## config.mk

```make
export PLATFORM = sky130hd
export DESIGN_NAME = mips_mc_control
export DESIGN_NICKNAME = d
export VERILOG_FILES = /design/src/rtl/mips_pkg.sv /design/src/rtl/mips_ctrl_decode.sv /design/src/rtl/mips_mc_control.sv
export SDC_FILE = /design/constraint.sdc
export NUM_CORES = 1
export LEC_CHECK = 0
export BUFFER_PORTS_ARGS = -buffer_cell sky130_fd_sc_hd__buf_2
export CAP_MARGIN = 40
export CORE_AREA = 2 2 47 60
export DETAILED_ROUTE_END_ITERATION = 6
export DIE_AREA = 0 0 49 62
export PLACE_DENSITY = 0.54
export SYNTH_ARGS = -nofsm -noshare
export SYNTH_HDL_FRONTEND = slang
export SYNTH_HIERARCHICAL = 1
export SYNTH_SLANG_ARGS = --single-unit
```

## constraint.sdc

```tcl
create_clock -name clk -period 1.4 [get_ports clk]
set_input_delay 0.28 -clock clk [delete_from_list [all_inputs] [get_ports clk]]
set_output_delay 0.28 -clock clk [all_outputs]
set_load 0.02 [all_outputs]
```

## src/rtl/mips_pkg.sv

```systemverilog
`default_nettype none
// ============================================================================
//  Module      : mips_pkg
//  Description : Shared opcode, ALUOp and control-state definitions for the
//                multi-cycle MIPS control path.
//  Revision    : 1.0
// ============================================================================
package mips_pkg;

    localparam logic [5:0] OP_RTYPE = 6'd0;
    localparam logic [5:0] OP_J     = 6'd2;
    localparam logic [5:0] OP_BEQ   = 6'd4;
    localparam logic [5:0] OP_ADDI  = 6'd8;
    localparam logic [5:0] OP_SLTI  = 6'd10;
    localparam logic [5:0] OP_ORI   = 6'd13;
    localparam logic [5:0] OP_LW    = 6'd35;
    localparam logic [5:0] OP_SW    = 6'd43;

    localparam logic [2:0] ALUOP_RTYPE = 3'd0;
    localparam logic [2:0] ALUOP_OR    = 3'd1;
    localparam logic [2:0] ALUOP_ADD   = 3'd2;
    localparam logic [2:0] ALUOP_SUB   = 3'd6;
    localparam logic [2:0] ALUOP_SLT   = 3'd7;

    typedef enum logic [3:0] {
        ST_IDLE   = 4'd0,
        ST_FETCH  = 4'd1,
        ST_DECODE = 4'd2,
        ST_MEMADR = 4'd3,
        ST_MEMRD  = 4'd4,
        ST_MEMWB  = 4'd5,
        ST_MEMWR  = 4'd6,
        ST_EXEC   = 4'd7,
        ST_ALUWB  = 4'd8,
        ST_BRANCH = 4'd9,
        ST_JUMP   = 4'd10,
        ST_ADDIEX = 4'd11,
        ST_ORIEX  = 4'd12,
        ST_SLTIEX = 4'd13,
        ST_IWB    = 4'd14
    } state_t;

    function automatic logic op_legal(input logic [5:0] op);
        return op inside {OP_RTYPE, OP_J, OP_BEQ, OP_ADDI,
                          OP_SLTI, OP_ORI, OP_LW, OP_SW};
    endfunction

endpackage
`default_nettype wire

```

## src/rtl/mips_ctrl_decode.sv

```systemverilog
`default_nettype none
// ============================================================================
//  Module      : mips_ctrl_decode
//  Description : Combinational Moore decoder from control state to datapath
//                enables; FETCH and MEMWR handshakes are gated by mem_ready.
//  Revision    : 1.0
// ============================================================================
module mips_ctrl_decode
    import mips_pkg::*;
#(
    parameter int OPW    = 6,
    parameter int ALUOPW = 3
) (
    input  state_t              i_state,
    input  logic                i_mem_ready,
    input  logic [OPW-1:0]      i_opcode,
    output logic                o_pc_write,
    output logic                o_pc_write_cond,
    output logic                o_iord,
    output logic                o_mem_read,
    output logic                o_mem_write,
    output logic                o_ir_write,
    output logic                o_mem_to_reg,
    output logic                o_reg_dst,
    output logic                o_reg_write,
    output logic                o_zero_ext,
    output logic                o_alu_src_a,
    output logic [1:0]          o_alu_src_b,
    output logic [1:0]          o_pc_source,
    output logic [ALUOPW-1:0]   o_alu_op,
    output logic                o_instr_done,
    output logic                o_illegal
);

    logic [5:0] w_op;
    assign w_op = 6'(i_opcode);

    always_comb begin
        o_pc_write      = 1'b0;
        o_pc_write_cond = 1'b0;
        o_iord          = 1'b0;
        o_mem_read      = 1'b0;
        o_mem_write     = 1'b0;
        o_ir_write      = 1'b0;
        o_mem_to_reg    = 1'b0;
        o_reg_dst       = 1'b0;
        o_reg_write     = 1'b0;
        o_zero_ext      = 1'b0;
        o_alu_src_a     = 1'b0;
        o_alu_src_b     = 2'b00;
        o_pc_source     = 2'b00;
        o_alu_op        = (i_state == ST_IDLE) ? '0 : ALUOPW'(ALUOP_ADD);
        o_instr_done    = 1'b0;
        o_illegal       = 1'b0;
        case (i_state)
            ST_FETCH: begin
                o_mem_read  = 1'b1;
                o_alu_src_b = 2'b01;
                o_ir_write  = i_mem_ready;
                o_pc_write  = i_mem_ready;
            end
            ST_DECODE: begin
                o_alu_src_b = 2'b11;
                o_illegal   = !op_legal(w_op);
            end
            ST_MEMADR: begin
                o_alu_src_a = 1'b1;
                o_alu_src_b = 2'b10;
            end
            ST_MEMRD: begin
                o_iord     = 1'b1;
                o_mem_read = 1'b1;
            end
            ST_MEMWB: begin
                o_mem_to_reg = 1'b1;
                o_reg_write  = 1'b1;
                o_instr_done = 1'b1;
            end
            ST_MEMWR: begin
                o_iord       = 1'b1;
                o_mem_write  = 1'b1;
                o_instr_done = i_mem_ready;
            end
            ST_EXEC: begin
                o_alu_src_a = 1'b1;
                o_alu_op    = ALUOPW'(ALUOP_RTYPE);
            end
            ST_ALUWB: begin
                o_reg_dst    = 1'b1;
                o_reg_write  = 1'b1;
                o_instr_done = 1'b1;
            end
            ST_BRANCH: begin
                o_alu_src_a     = 1'b1;
                o_alu_op        = ALUOPW'(ALUOP_SUB);
                o_pc_write_cond = 1'b1;
                o_pc_source     = 2'b01;
                o_instr_done    = 1'b1;
            end
            ST_JUMP: begin
                o_pc_write   = 1'b1;
                o_pc_source  = 2'b10;
                o_instr_done = 1'b1;
            end
            ST_ADDIEX, ST_ORIEX, ST_SLTIEX: begin
                o_alu_src_a = 1'b1;
                o_alu_src_b = 2'b10;
                if (i_state == ST_ORIEX) begin
                    o_alu_op   = ALUOPW'(ALUOP_OR);
                    o_zero_ext = 1'b1;
                end else if (i_state == ST_SLTIEX) begin
                    o_alu_op = ALUOPW'(ALUOP_SLT);
                end
            end
            ST_IWB: begin
                o_reg_write  = 1'b1;
                o_instr_done = 1'b1;
            end
            default: ;
        endcase
    end

endmodule
`default_nettype wire

```

## src/rtl/mips_mc_control.sv

```systemverilog
`default_nettype none
// ============================================================================
//  Module      : mips_mc_control
//  Description : Multi-cycle MIPS main control FSM: state register, next-state
//                logic and the Moore output decoder feeding the datapath.
//  Revision    : 1.0
// ============================================================================
module mips_mc_control
    import mips_pkg::*;
#(
    parameter int OPW    = 6,
    parameter int ALUOPW = 3
) (
    input  logic                clk,
    input  logic                rst_n,
    input  logic [OPW-1:0]      opcode,
    input  logic                mem_ready,
    output logic                PCWrite,
    output logic                PCWriteCond,
    output logic                IorD,
    output logic                MemRead,
    output logic                MemWrite,
    output logic                IRWrite,
    output logic                MemtoReg,
    output logic                RegDst,
    output logic                RegWrite,
    output logic                ZeroExt,
    output logic                ALUSrcA,
    output logic [1:0]          ALUSrcB,
    output logic [1:0]          PCSource,
    output logic [ALUOPW-1:0]   ALUOp,
    output logic                instr_done,
    output logic                illegal,
    output logic [3:0]          state
);

    state_t     r_state;
    state_t     w_next;
    logic [5:0] w_op;

    assign w_op  = 6'(opcode);
    assign state = r_state;

    always_ff @(posedge clk or negedge rst_n) begin
        if (!rst_n) begin
            r_state <= ST_IDLE;
        end else begin
            r_state <= w_next;
        end
    end

    always_comb begin
        w_next = ST_IDLE;
        case (r_state)
            ST_IDLE:   w_next = ST_FETCH;
            ST_FETCH:  w_next = mem_ready ? ST_DECODE : ST_FETCH;
            ST_DECODE: begin
                case (w_op)
                    OP_RTYPE:     w_next = ST_EXEC;
                    OP_LW, OP_SW: w_next = ST_MEMADR;
                    OP_BEQ:       w_next = ST_BRANCH;
                    OP_J:         w_next = ST_JUMP;
                    OP_ADDI:      w_next = ST_ADDIEX;
                    OP_ORI:       w_next = ST_ORIEX;
                    OP_SLTI:      w_next = ST_SLTIEX;
                    default:      w_next = ST_FETCH;
                endcase
            end
            ST_MEMADR: w_next = (w_op == OP_SW) ? ST_MEMWR : ST_MEMRD;
            ST_MEMRD:  w_next = mem_ready ? ST_MEMWB : ST_MEMRD;
            ST_MEMWR:  w_next = mem_ready ? ST_FETCH : ST_MEMWR;
            ST_EXEC:   w_next = ST_ALUWB;
            ST_ADDIEX, ST_ORIEX, ST_SLTIEX: w_next = ST_IWB;
            ST_MEMWB, ST_ALUWB, ST_BRANCH, ST_JUMP, ST_IWB: w_next = ST_FETCH;
            default:   w_next = ST_IDLE;
        endcase
    end

    mips_ctrl_decode #(
        .OPW    (OPW),
        .ALUOPW (ALUOPW)
    ) u_decode (
        .i_state         (r_state),
        .i_mem_ready     (mem_ready),
        .i_opcode        (opcode),
        .o_pc_write      (PCWrite),
        .o_pc_write_cond (PCWriteCond),
        .o_iord          (IorD),
        .o_mem_read      (MemRead),
        .o_mem_write     (MemWrite),
        .o_ir_write      (IRWrite),
        .o_mem_to_reg    (MemtoReg),
        .o_reg_dst       (RegDst),
        .o_reg_write     (RegWrite),
        .o_zero_ext      (ZeroExt),
        .o_alu_src_a     (ALUSrcA),
        .o_alu_src_b     (ALUSrcB),
        .o_pc_source     (PCSource),
        .o_alu_op        (ALUOp),
        .o_instr_done    (instr_done),
        .o_illegal       (illegal)
    );

endmodule
`default_nettype wire

```

==> reports/metrics.cfg, run 1 <==
[global_route]
grt_pass1_vias=902
grt_pass1_wl_um=3800
grt_max_degree=11
antenna_found_initial=0
grt-ovfl-total=0
grt.total_usage_pct=15.8

[place]
port_buffers=32
placedCellCount=181
hpwlAfterDp_um=1870
gp_congestion=0.758
placed_cell_area_um2=1160
preCtsSetupSlack_ns=-0.0969

[run]
max-cap-violations=0

[final_layout]
largest_register_ffs=4
drive_gt1_share_pct=73.3
final_common_cell=buf_6
final_cell_area_um2=1580
syn_to_final_growth_pct=125
final_cell_mix=buf_6 (29), buf_4 (27), buf_2 (11)
layout.nets=172
antenna_cells=0
finalNonFillerCells=195
utilization_pct=61.8

[timing]
finalCritPeriodShare_pct=121
fin_skew_ns=0.000629
worstMarginPinSlew_ns=0.473
finalWorstSetupSlack_ns=-0.289
rsz0062_at_grt=yes
setup_viol=25
slew_headroom_pct=67.6
drv_slew=0
hold_viol=0
period_needed_ns=1.69
max_clock_freq_mhz=592

[route]
vias=995
ant_nets=0
drtIter0Drc=17
firstDrtPassIters=4
drt-total-wl_um=2750
wl_per_cell_um=14.1
viasPerCell=5.10
drc=0

[floorplanning]
placementRows=21
dieArea_um2=3040
die_y_um=62
start_util_pct=27.5
core_area_um2=2550
io_pins=33
die_w_um=49

[clocking]
cts_htree_levels=1
cts_tree=yes
ctsLongestPathBuffers=2
cts-buffers-inserted=3
clkLatencyLatePin_ns=0.23
cts.sinks=4
root_buffer=clkbuf_4
path_clk_slew_ns=0.04

[run_status]
status=complete, but fails checks
violations=negative setup slack

[power_and_ir_drop]
p_sw_share_pct=46.8
p_comb_share_pct=88.0
leakage_nw=0.686
cellPowerDensity_nw_per_um2=2310
clkPwrFrac_pct=3.8
ir_drop_v=0.00109
pwr-share-seq_pct=8.2
power.switching_mw=1.70
p_total_mw=3.64
internal_power_mw=1.93

[worst_setup_path]
worst_ep_required_time_ns=1.12
arrival_ns=1.41
cp-start-kind=flip-flop
path_class=flip-flop to output port
cp-end-kind=output port
r2r_end=state[1]
critPathMaxFanout=3
rr_worst_depth=5
regToRegSetupSlack_ns=-0.18
r2r-start=state[3]

[logic_synthesis]
synthesis.nets=107
netlist_instances=98
synth.ff_latch_count=4
synth_flop_cell=dfrtp_1
synth-edff-count=0
netlist_area_um2=701
yosysTopAreaCellShare_pct=14.3
async_flop_share_pct=100
synth.area.top_cells=dfrtp_1 (14%), nand2b_1 (6.3%), nor2_1 (5.9%)
synth_cell_type_count=42
yosys.area.top_type=dfrtp_1
ys_warn_count=6
synth-seq-area-share_pct=14.3
syn_avg_cell_area_um2=7.15

[hold_path]
worstHoldPathType=input port to async pin

-- cells in the mapped netlist (2+ instances only) --
library cell,count
a31oi_1,2
a221oi_1,2
o21ai_0,3
nor2b_1,4
buf_6,2
xor2_1,2
a21oi_1,4
nor3_1,6
nor2_1,11
or2b_1,2
buf_4,2
o22ai_1,3
nand2b_1,7
xnor2_1,2
dfrtp_1,4
inv_1,4
nand3b_1,2
nand2_1,6
buf_2,4
and2b_1,2
o31ai_1,3
-- power by group through the flow --
stage / Combinational [mW] / Clock, mW / Sequential, mW
floorplan: 1.48 / 0 / 0.310
global placement: 2.13 / 0 / 0.274
detailed placement: 2.17 / 0 / 0.278
CTS: 2.56 / 0.145 / 0.284
global route: 3.39 / 0.151 / 0.313
finish: 3.20 / 0.140 / 0.297
-- per-stage QoR --
stage	hold WS, ns	setup TNS [ns]
floorplan	-0.0156	-0.687
global route	0.414	-5.50
detailed placement	0.0903	-0.645
finish	0.383	-4.30
CTS	0.382	-4.03
global placement	0.0890	-0.472
-- routing by layer --
layer | GRT usage [%] | vias up | routed length [um]
li1 | - | 488 | -
met1 | 15.6 | 472 | 1060
met2 | 35.4 | 33 | 1580
met3 | 1.67 | 2 | 102
met4 | 3.27 | 0 | 8
met5 | 0 | - | 0
-- repair_timing --
action | in CTS | in global routing
buffers inserted | 3 | 7
pin swaps | 6 | 6
setup endpoints to repair | 24 | 25
endpoints found under the hold margin | 4 | 0
hold buffers | 1 | 0
resized for setup | 43 | 42
-- critical path, cell delays in order (launching register included) --
cell      delay (ns)
dfrtp_2         0.42
nand2b_4        0.15
a2111o_1        0.32
a31oi_4         0.16
buf_6           0.13
-- layout make-up --
class                      instances  area [um2]
clock buffer                       3        22.5
sequential                         4         105
fill                             215         973
tap                               34        42.5
timing repair buffer              70         629
inverter                           4        15.0
multi-input combinational         80         761
-- kinds of logic (layout without fill, tap and decap cells) --
kind of cell	after synthesis	in the layout	synth area share, %
flops	4	4	14.3
simple gates	48	48	38.7
buf+inv	14	77	11.6
compound gates	28	28	30.4
xor+xnor	4	4	5.00
-- how the worst max path moves through the flow --
stage,end,from,slack (ns),depth (start not counted)
final,illegal,state[0],-0.29,4
after global routing,ALUOp[1],state[3],-0.34,4
after CTS,illegal,state[0],-0.30,4
after detailed placement,illegal,opcode[2],-0.1,5
after global placement,illegal,opcode[2],-0.08,5
after floorplan,illegal,state[3],-0.14,3
Power figures use the tool's default switching activity.
==> run 2, diff against run 1 <==
--- a/config.mk
+++ b/config.mk
@@ -10,7 +10,9 @@
 export CORE_AREA = 2 2 47 60
 export DETAILED_ROUTE_END_ITERATION = 6
 export DIE_AREA = 0 0 49 62
+export GPL_TIMING_DRIVEN = 0
 export PLACE_DENSITY = 0.54
+export SETUP_SLACK_MARGIN = 0.4
 export SYNTH_ARGS = -nofsm -noshare
 export SYNTH_HDL_FRONTEND = slang
 export SYNTH_HIERARCHICAL = 1
==> constraint.sdc (replaced) <==
create_clock -name clk -period 1.49 [get_ports clk]
set_input_delay 0.298 -clock clk [delete_from_list [all_inputs] [get_ports clk]]
set_output_delay 0.298 -clock clk [all_outputs]
set_load 0.02 [all_outputs]
==> reports/metrics.cfg, run 2 (synthesis results as in run 1) <==
[run_status]
status=complete, but fails checks  ; unchanged
violations=negative setup slack  ; unchanged

[timing]
rsz0062_at_grt=yes  ; unchanged
finalCritPeriodShare_pct=120
max_clock_freq_mhz=558
setup_viol=24  ; was 25
fin_skew_ns=0.00100  ; was 0.000629 ns
worstMarginPinSlew_ns=0.391  ; was 0.473 ns
slew_headroom_pct=73.3  ; was 67.6%
drv_slew=0  ; unchanged
finalWorstSetupSlack_ns=-0.301  ; was -0.289 ns
period_needed_ns=1.79
hold_viol=0  ; unchanged
whs_ns=0.390  ; was 0.383 ns

[clocking]
ctsLongestPathBuffers=2  ; unchanged
cts-buffers-inserted=3  ; unchanged
path_clk_slew_ns=0.04  ; about the same
root_buffer=clkbuf_4  ; unchanged
cts.sinks=4  ; unchanged
cts_tree=yes  ; unchanged
clkLatencyLatePin_ns=0.24  ; was 0.23 ns
cts_htree_levels=1  ; unchanged

[final_layout]
area.sequential_um2=105  ; unchanged
layout.nets=168  ; was 172
final_common_cell=buf_6  ; unchanged
drive_gt1_share_pct=68.8  ; was 73.3%
final_cell_mix=buf_6 (29), buf_4 (19), buf_2 (11)  ; was buf_6 (29), buf_4 (27), buf_2 (11)
antenna_cells=0  ; unchanged
final_cell_area_um2=1580  ; about the same
largest_register_ffs=4  ; unchanged
multiInputGateArea_um2=762  ; was 761 um2
fill_cells=211  ; was 215
syn_to_final_growth_pct=125  ; about the same
utilization_pct=61.9  ; was 61.8%

[hold_path]
holdPathEnd=state[1]
hp-start=opcode[2]
worstHoldPathType=input port to flip-flop  ; was input port to async pin
hold_path_depth=2

[worst_setup_path]
arrival_ns=1.49  ; was 1.41 ns
r2r_end=state[1]  ; unchanged
cp-start-kind=flip-flop  ; unchanged
path_class=flip-flop to output port  ; unchanged
cpMostUsedCell=buf_4
path_buf_inv=3  ; was 1
cp_top_family=buffers and inverters  ; was compound AO/OA/AOI/OAI gates
regToRegSetupSlack_ns=-0.15  ; was -0.18 ns
path_cells=buf_4 -> and2b_2 -> buf_4 -> a31oi_4 -> buf_6  ; was nand2b_4 -> a2111o_1 -> a31oi_4 -> buf_6
worst_ep_required_time_ns=1.19  ; was 1.12 ns
r2r-start=state[2]  ; was state[3]
rr_worst_depth=5  ; unchanged
cp_slowest_cell=dfrtp_2  ; unchanged
cp-end-kind=output port  ; unchanged
max_stage_delay_ns=0.39  ; was 0.42 ns
critPathMaxFanout=4  ; was 3

[place]
gp_congestion=0.699  ; was 0.758
hpwlAfterDp_um=1670  ; was 1870 um
port_buffers=32  ; unchanged
preCtsSetupSlack_ns=-0.164  ; was -0.0969 ns
placed_cell_area_um2=1130  ; was 1160 um2

[global_route]
grt-ovfl-total=0  ; unchanged
grt_pass1_vias=905  ; was 902
grt.total_usage_pct=17.3  ; was 15.8%
grt_max_degree=11  ; unchanged
antenna_found_initial=0  ; unchanged
grt_pass1_wl_um=4090  ; was 3800 um

[floorplanning]
start_util_pct=27.5  ; unchanged
io_pins=33  ; unchanged
placementRows=21  ; unchanged
dieArea_um2=3040  ; unchanged
die_w_um=49  ; unchanged
die_y_um=62  ; unchanged
core_area_um2=2550  ; unchanged

[power_and_ir_drop]
leakage_nw=0.673  ; was 0.686 nW
p_total_mw=3.61  ; was 3.64 mW
ir_drop_v=0.00116  ; was 0.00109 V
cellPowerDensity_nw_per_um2=2290  ; was 2310 nW/um2

[route]
firstDrtPassIters=4  ; unchanged
viasPerCell=5.17  ; was 5.10
vias=987  ; was 995
ant_nets=0  ; unchanged
drtIter0Drc=17  ; unchanged
drt-total-wl_um=2820  ; was 2750 um
drc=0  ; unchanged
wl_per_cell_um=14.7  ; was 14.1 um

[run]
max-cap-violations=0  ; unchanged

[run 2: cell count changes in the layout (fill, tap and decap cells not counted), moves of 2 or more]
cell,previous run,this run
nor3_2,4,2
a21oi_2,3,1
nand2_1,4,6
nor3_4,1,3
nand2_2,2,0
buf_4,27,19
[run 2: metrics by stage]
stage,cells,TNS [ns]
finish,191,-3.87
global route,191,-4.86
CTS,181,-3.45
detailed placement,164,-0.432
global placement,164,-0.439
floorplan,98,-0.0877
[run 2: how the worst max path moves through the flow]
stage              from       end  slack (ns)  cells past startpoint
2_1_floorplan  state[2]   illegal       -0.06                      3
3_3_place_gp   state[0]   illegal       -0.16                      4
3_5_place_dp   state[0]   illegal       -0.16                      4
4_1_cts        state[3]  ALUOp[1]       -0.29                      5
5_1_grt        state[3]  ALUOp[1]       -0.35                      5
6_report       state[3]  ALUOp[1]       -0.30                      5
[run 2: cell type report]
| cell class | count | share of cell area, % |
|---|---|---|
| Inverter | 4 | 0.952 |
| Tap cell | 34 | 2.70 |
| Buffer | 10 | 7.22 |
| Sequential cell | 4 | 6.67 |
| Timing Repair Buffer | 56 | 32.7 |
| Clock buffer | 3 | 1.43 |
| Multi-Input combinational cell | 80 | 48.3 |
[run 2: metal layers]
metal	routed length (um)	global-route usage, %	up-vias
li1	-	-	478
met1	1020	19.2	475
met2	1650	34.6	28
met3	90	1.91	6
met4	57	6.12	0
met5	0	0	-
[run 2: report_power, final]
part	leakage, nW	internal [mW]	switching, mW
clock	0.0138	0.0904	0.0490
sequential	0.0451	0.169	0.0663
combinational	0.614	1.67	1.57
[run 2: worst reg2reg max path, stage by stage (launching register included)]
cell and delay (ns):
dfrtp_2 0.41, buf_6 0.13, buf_6 0.11, buf_8 0.12
or4b_4 0.52, o32ai_2 0.24
[run 2: timing repair]
| item | 4_1_cts | 5_1_grt |
|---|---|---|
| endpoints found under the hold margin | 4 | 0 |
| hold buffers | 1 | 0 |
| buffers inserted | 12 | 10 |
| pin swaps | 8 | 3 |
| resized for setup | 36 | 29 |
| gates cloned | 1 | 0 |
| endpoints found under the setup margin | 28 | 28 |
==> run 3, diff against run 2 <==
--- a/config.mk
+++ b/config.mk
@@ -12,8 +12,8 @@
 export DIE_AREA = 0 0 49 62
 export GPL_TIMING_DRIVEN = 0
 export PLACE_DENSITY = 0.54
+export RECOVER_POWER = 100
 export SETUP_SLACK_MARGIN = 0.4
 export SYNTH_ARGS = -nofsm -noshare
 export SYNTH_HDL_FRONTEND = slang
-export SYNTH_HIERARCHICAL = 1
 export SYNTH_SLANG_ARGS = --single-unit
==> reports/metrics.cfg, run 3 <==
[timing]
fin_skew_ns=0.00418  ; was 0.00100 ns
slew_headroom_pct=73.5  ; was 73.3%
drv_slew=0  ; unchanged
finalWorstSetupSlack_ns=-0.366  ; was -0.301 ns
finalCritPeriodShare_pct=125  ; was 120%
setup_viol=22  ; was 24
period_needed_ns=1.86  ; was 1.79 ns
worstMarginPinSlew_ns=0.397  ; was 0.391 ns
max_clock_freq_mhz=539  ; was 558 MHz
hold_viol=0  ; unchanged
rsz0062_at_grt=yes  ; unchanged

[hold_path]
worstHoldPathType=input port to async pin  ; was input port to flip-flop

[place]
gp_congestion=0.718  ; was 0.699
placed_cell_area_um2=1080  ; was 1130 um2
hpwlAfterDp_um=1690  ; was 1670 um
port_buffers=29  ; was 32
placedCellCount=159  ; was 164

[final_layout]
largest_register_ffs=4  ; unchanged
antenna_cells=0  ; unchanged
area.sequential_um2=105  ; unchanged
layout.nets=172  ; was 168
syn_to_final_growth_pct=148  ; was 125%
drive_gt1_share_pct=73.3  ; was 68.8%
final_common_cell=buf_6  ; unchanged
fill_cells=190  ; was 211
final_cell_area_um2=1740  ; was 1580 um2
final_cell_mix=buf_6 (33), buf_4 (22), buf_2 (6)  ; was buf_6 (29), buf_4 (19), buf_2 (11)
finalNonFillerCells=195  ; was 191
multiInputGateArea_um2=771  ; was 762 um2

[worst_setup_path]
cp-start-kind=flip-flop  ; unchanged
max_stage_delay_ns=0.42  ; was 0.39 ns
worst_ep_required_time_ns=1.19  ; about the same
cp-end-kind=output port  ; unchanged
path_class=flip-flop to output port  ; unchanged
critPathMaxFanout=7  ; was 4
cp_slowest_cell=dfrtp_2  ; unchanged
arrival_ns=1.56  ; was 1.49 ns
path_cells=buf_6 -> buf_12 -> buf_12 -> nand3b_1 -> o21ai_1 -> a21o_1 -> buf_6  ; was buf_4 -> and2b_2 -> buf_4 -> a31oi_4 -> buf_6

[route]
ant_nets=0  ; unchanged
vias=1019  ; was 987
drtIter0Drc=23  ; was 17
drt-total-wl_um=2950  ; was 2820 um
drc=0  ; unchanged
firstDrtPassIters=4  ; unchanged
viasPerCell=5.23  ; was 5.17
wl_per_cell_um=15.1  ; was 14.7 um

[logic_synthesis]
syn_avg_cell_area_um2=7.31  ; was 7.15 um2
netlist_area_um2=702  ; was 701 um2
synth.area.top_cells=dfrtp_1 (14%), nand2b_1 (7.1%), buf_2 (6.4%)  ; was dfrtp_1 (14%), nand2b_1 (6.3%), nor2_1 (5.9%)
synthesis.nets=105  ; was 107
yosysMostFrequentCell=buf_2  ; was nor2_1
async_flop_share_pct=100  ; unchanged
yosys.area.top_type=dfrtp_1  ; unchanged
synth_flop_cell=dfrtp_1  ; unchanged
synth-seq-area-share_pct=14.3  ; about the same
synth-edff-count=0  ; unchanged
netlist_instances=96  ; was 98
ys_top_cells_by_count=buf_2 (9), nand2b_1 (8), nor2_1 (8)  ; was nor2_1 (11), nand2b_1 (7), nand2_1 (6), nor3_1 (6)
synth_cell_type_count=47  ; was 42
synth.ff_latch_count=4  ; unchanged
yosysTopAreaCellShare_pct=14.3  ; about the same
ys_warn_count=0  ; was 6

[global_route]
grt.total_usage_pct=16.5  ; was 17.3%
grt_pass1_vias=870  ; was 905
grt-ovfl-total=0  ; unchanged
grt_pass1_wl_um=3970  ; was 4090 um
grt_max_degree=11  ; unchanged
antenna_found_initial=0  ; unchanged

[floorplanning]
io_pins=33  ; unchanged
die_w_um=49  ; unchanged
core_area_um2=2550  ; unchanged
dieArea_um2=3040  ; unchanged
placementRows=21  ; unchanged
die_y_um=62  ; unchanged
start_util_pct=27.5  ; about the same

[run_status]
violations=negative setup slack  ; unchanged
status=complete, but fails checks  ; unchanged

[clocking]
cts_tree=yes  ; unchanged
cts.sinks=4  ; unchanged
root_buffer=clkbuf_4  ; unchanged
cts-buffers-inserted=3  ; unchanged
path_clk_slew_ns=0.04  ; about the same
ctsLongestPathBuffers=2  ; unchanged
cts_htree_levels=1  ; unchanged
clkLatencyLatePin_ns=0.23  ; was 0.24 ns

[power_and_ir_drop]
cellPowerDensity_nw_per_um2=2060  ; was 2290 nW/um2
ir_drop_v=0.00116  ; about the same
leakage_nw=0.753  ; was 0.673 nW

[run]
max-cap-violations=0  ; unchanged

[run 3: cell count changes after synthesis, moves of 2 or more]
cell and delta:
and2b_1 -2, nand2_1 -3, a221oi_1 -2, and2_1 +3, nor2_1 -3, nor2b_1 -2
buf_2 +5, nor3_1 -3, o22ai_1 -2, o21ai_1 +4
[run 3: cell type report]
class / instances / share of cell area, %
sequential: 4 / 6.05
clock buffer: 3 / 1.30
timing repair buffer: 62 / 35.3
tap: 34 / 2.45
buffer: 12 / 9.00
inverter: 4 / 1.58
multi-input combinational: 76 / 44.3
[run 3: power by group]
| group | internal, mW | leakage (nW) | total [mW] | switching, mW |
|---|---|---|---|---|
| Sequential | 0.162 | 0.0452 | 0.234 | 0.0721 |
| Clock | 0.0899 | 0.0138 | 0.132 | 0.0416 |
| Combinational | 1.75 | 0.694 | 3.22 | 1.47 |
[run 3: timing repair]
item	4_1_cts	5_1_grt
pin swaps	6	11
setup endpoints to repair	28	28
hold buffers	1	0
buffers inserted	14	16
endpoints found under the hold margin	4	0
cloned	1	1
gates resized for setup	46	49
[run 3: cells by family (layout without fill, tap and decap cells)]
family	after synthesis	count (layout)	synth area share, %
AND/OR/NAND/NOR	41	41	36.4
flip-flops	4	4	14.3
buffers and inverters	16	81	12.3
AO/OA/AOI/OAI	32	32	33.3
XOR/XNOR	3	3	3.74
[run 3: routing by layer]
layer	vias up	global-route usage (%)	share of wire, %
met3	6	0.957	3.9
met2	39	34.6	55
met5	-	0	0
met1	489	19.4	39
met4	0	1.22	2.1
li1	485	-	-
[run 3: critical path: cells and delay by family, from the launching register on]
| family | cells | cell delay, ns |
|---|---|---|
| AOI/OAI and AO/OA | 2 | 0.26 |
| buffers and inverters | 4 | 0.53 |
| DFF | 1 | 0.42 |
| and+or+nand+nor | 1 | 0.12 |
[run 3: metrics by stage]
step / util [%] / setup slack (ns) / TNS [ns] / hold WS, ns / total power [mW]
floorplan: - / -0.0805 / -0.265 / 0.00241 / 1.63
global placement: 42.4 / -0.163 / -0.419 / 0.101 / 2.04
detailed placement: 42.4 / -0.185 / -0.460 / 0.106 / 2.06
CTS: 54.0 / -0.365 / -3.90 / 0.402 / 2.72
global route: 68.2 / -0.412 / -5.44 / 0.436 / 3.75
finish: 68.2 / -0.366 / -4.42 / 0.425 / 3.58
[run 3: path summary, 6_finish.rpt]
| kind | start | end | slack [ns] | cells past startpoint |
|---|---|---|---|---|
| setup / recovery | state[3] | RegWrite | -0.37 | 7 |
| hold / removal | rst_n | state[3] | 0.42 | 2 |
| setup reg to reg | state[1] | state[0] | -0.23 | 7 |
| hold reg to reg | state[2] | state[1] | 0.75 | 2 |
| max in group asynchronous | rst_n | state[1] | 0.86 | 2 |
| min in group clk | opcode[5] | state[2] | 0.47 | 3 |
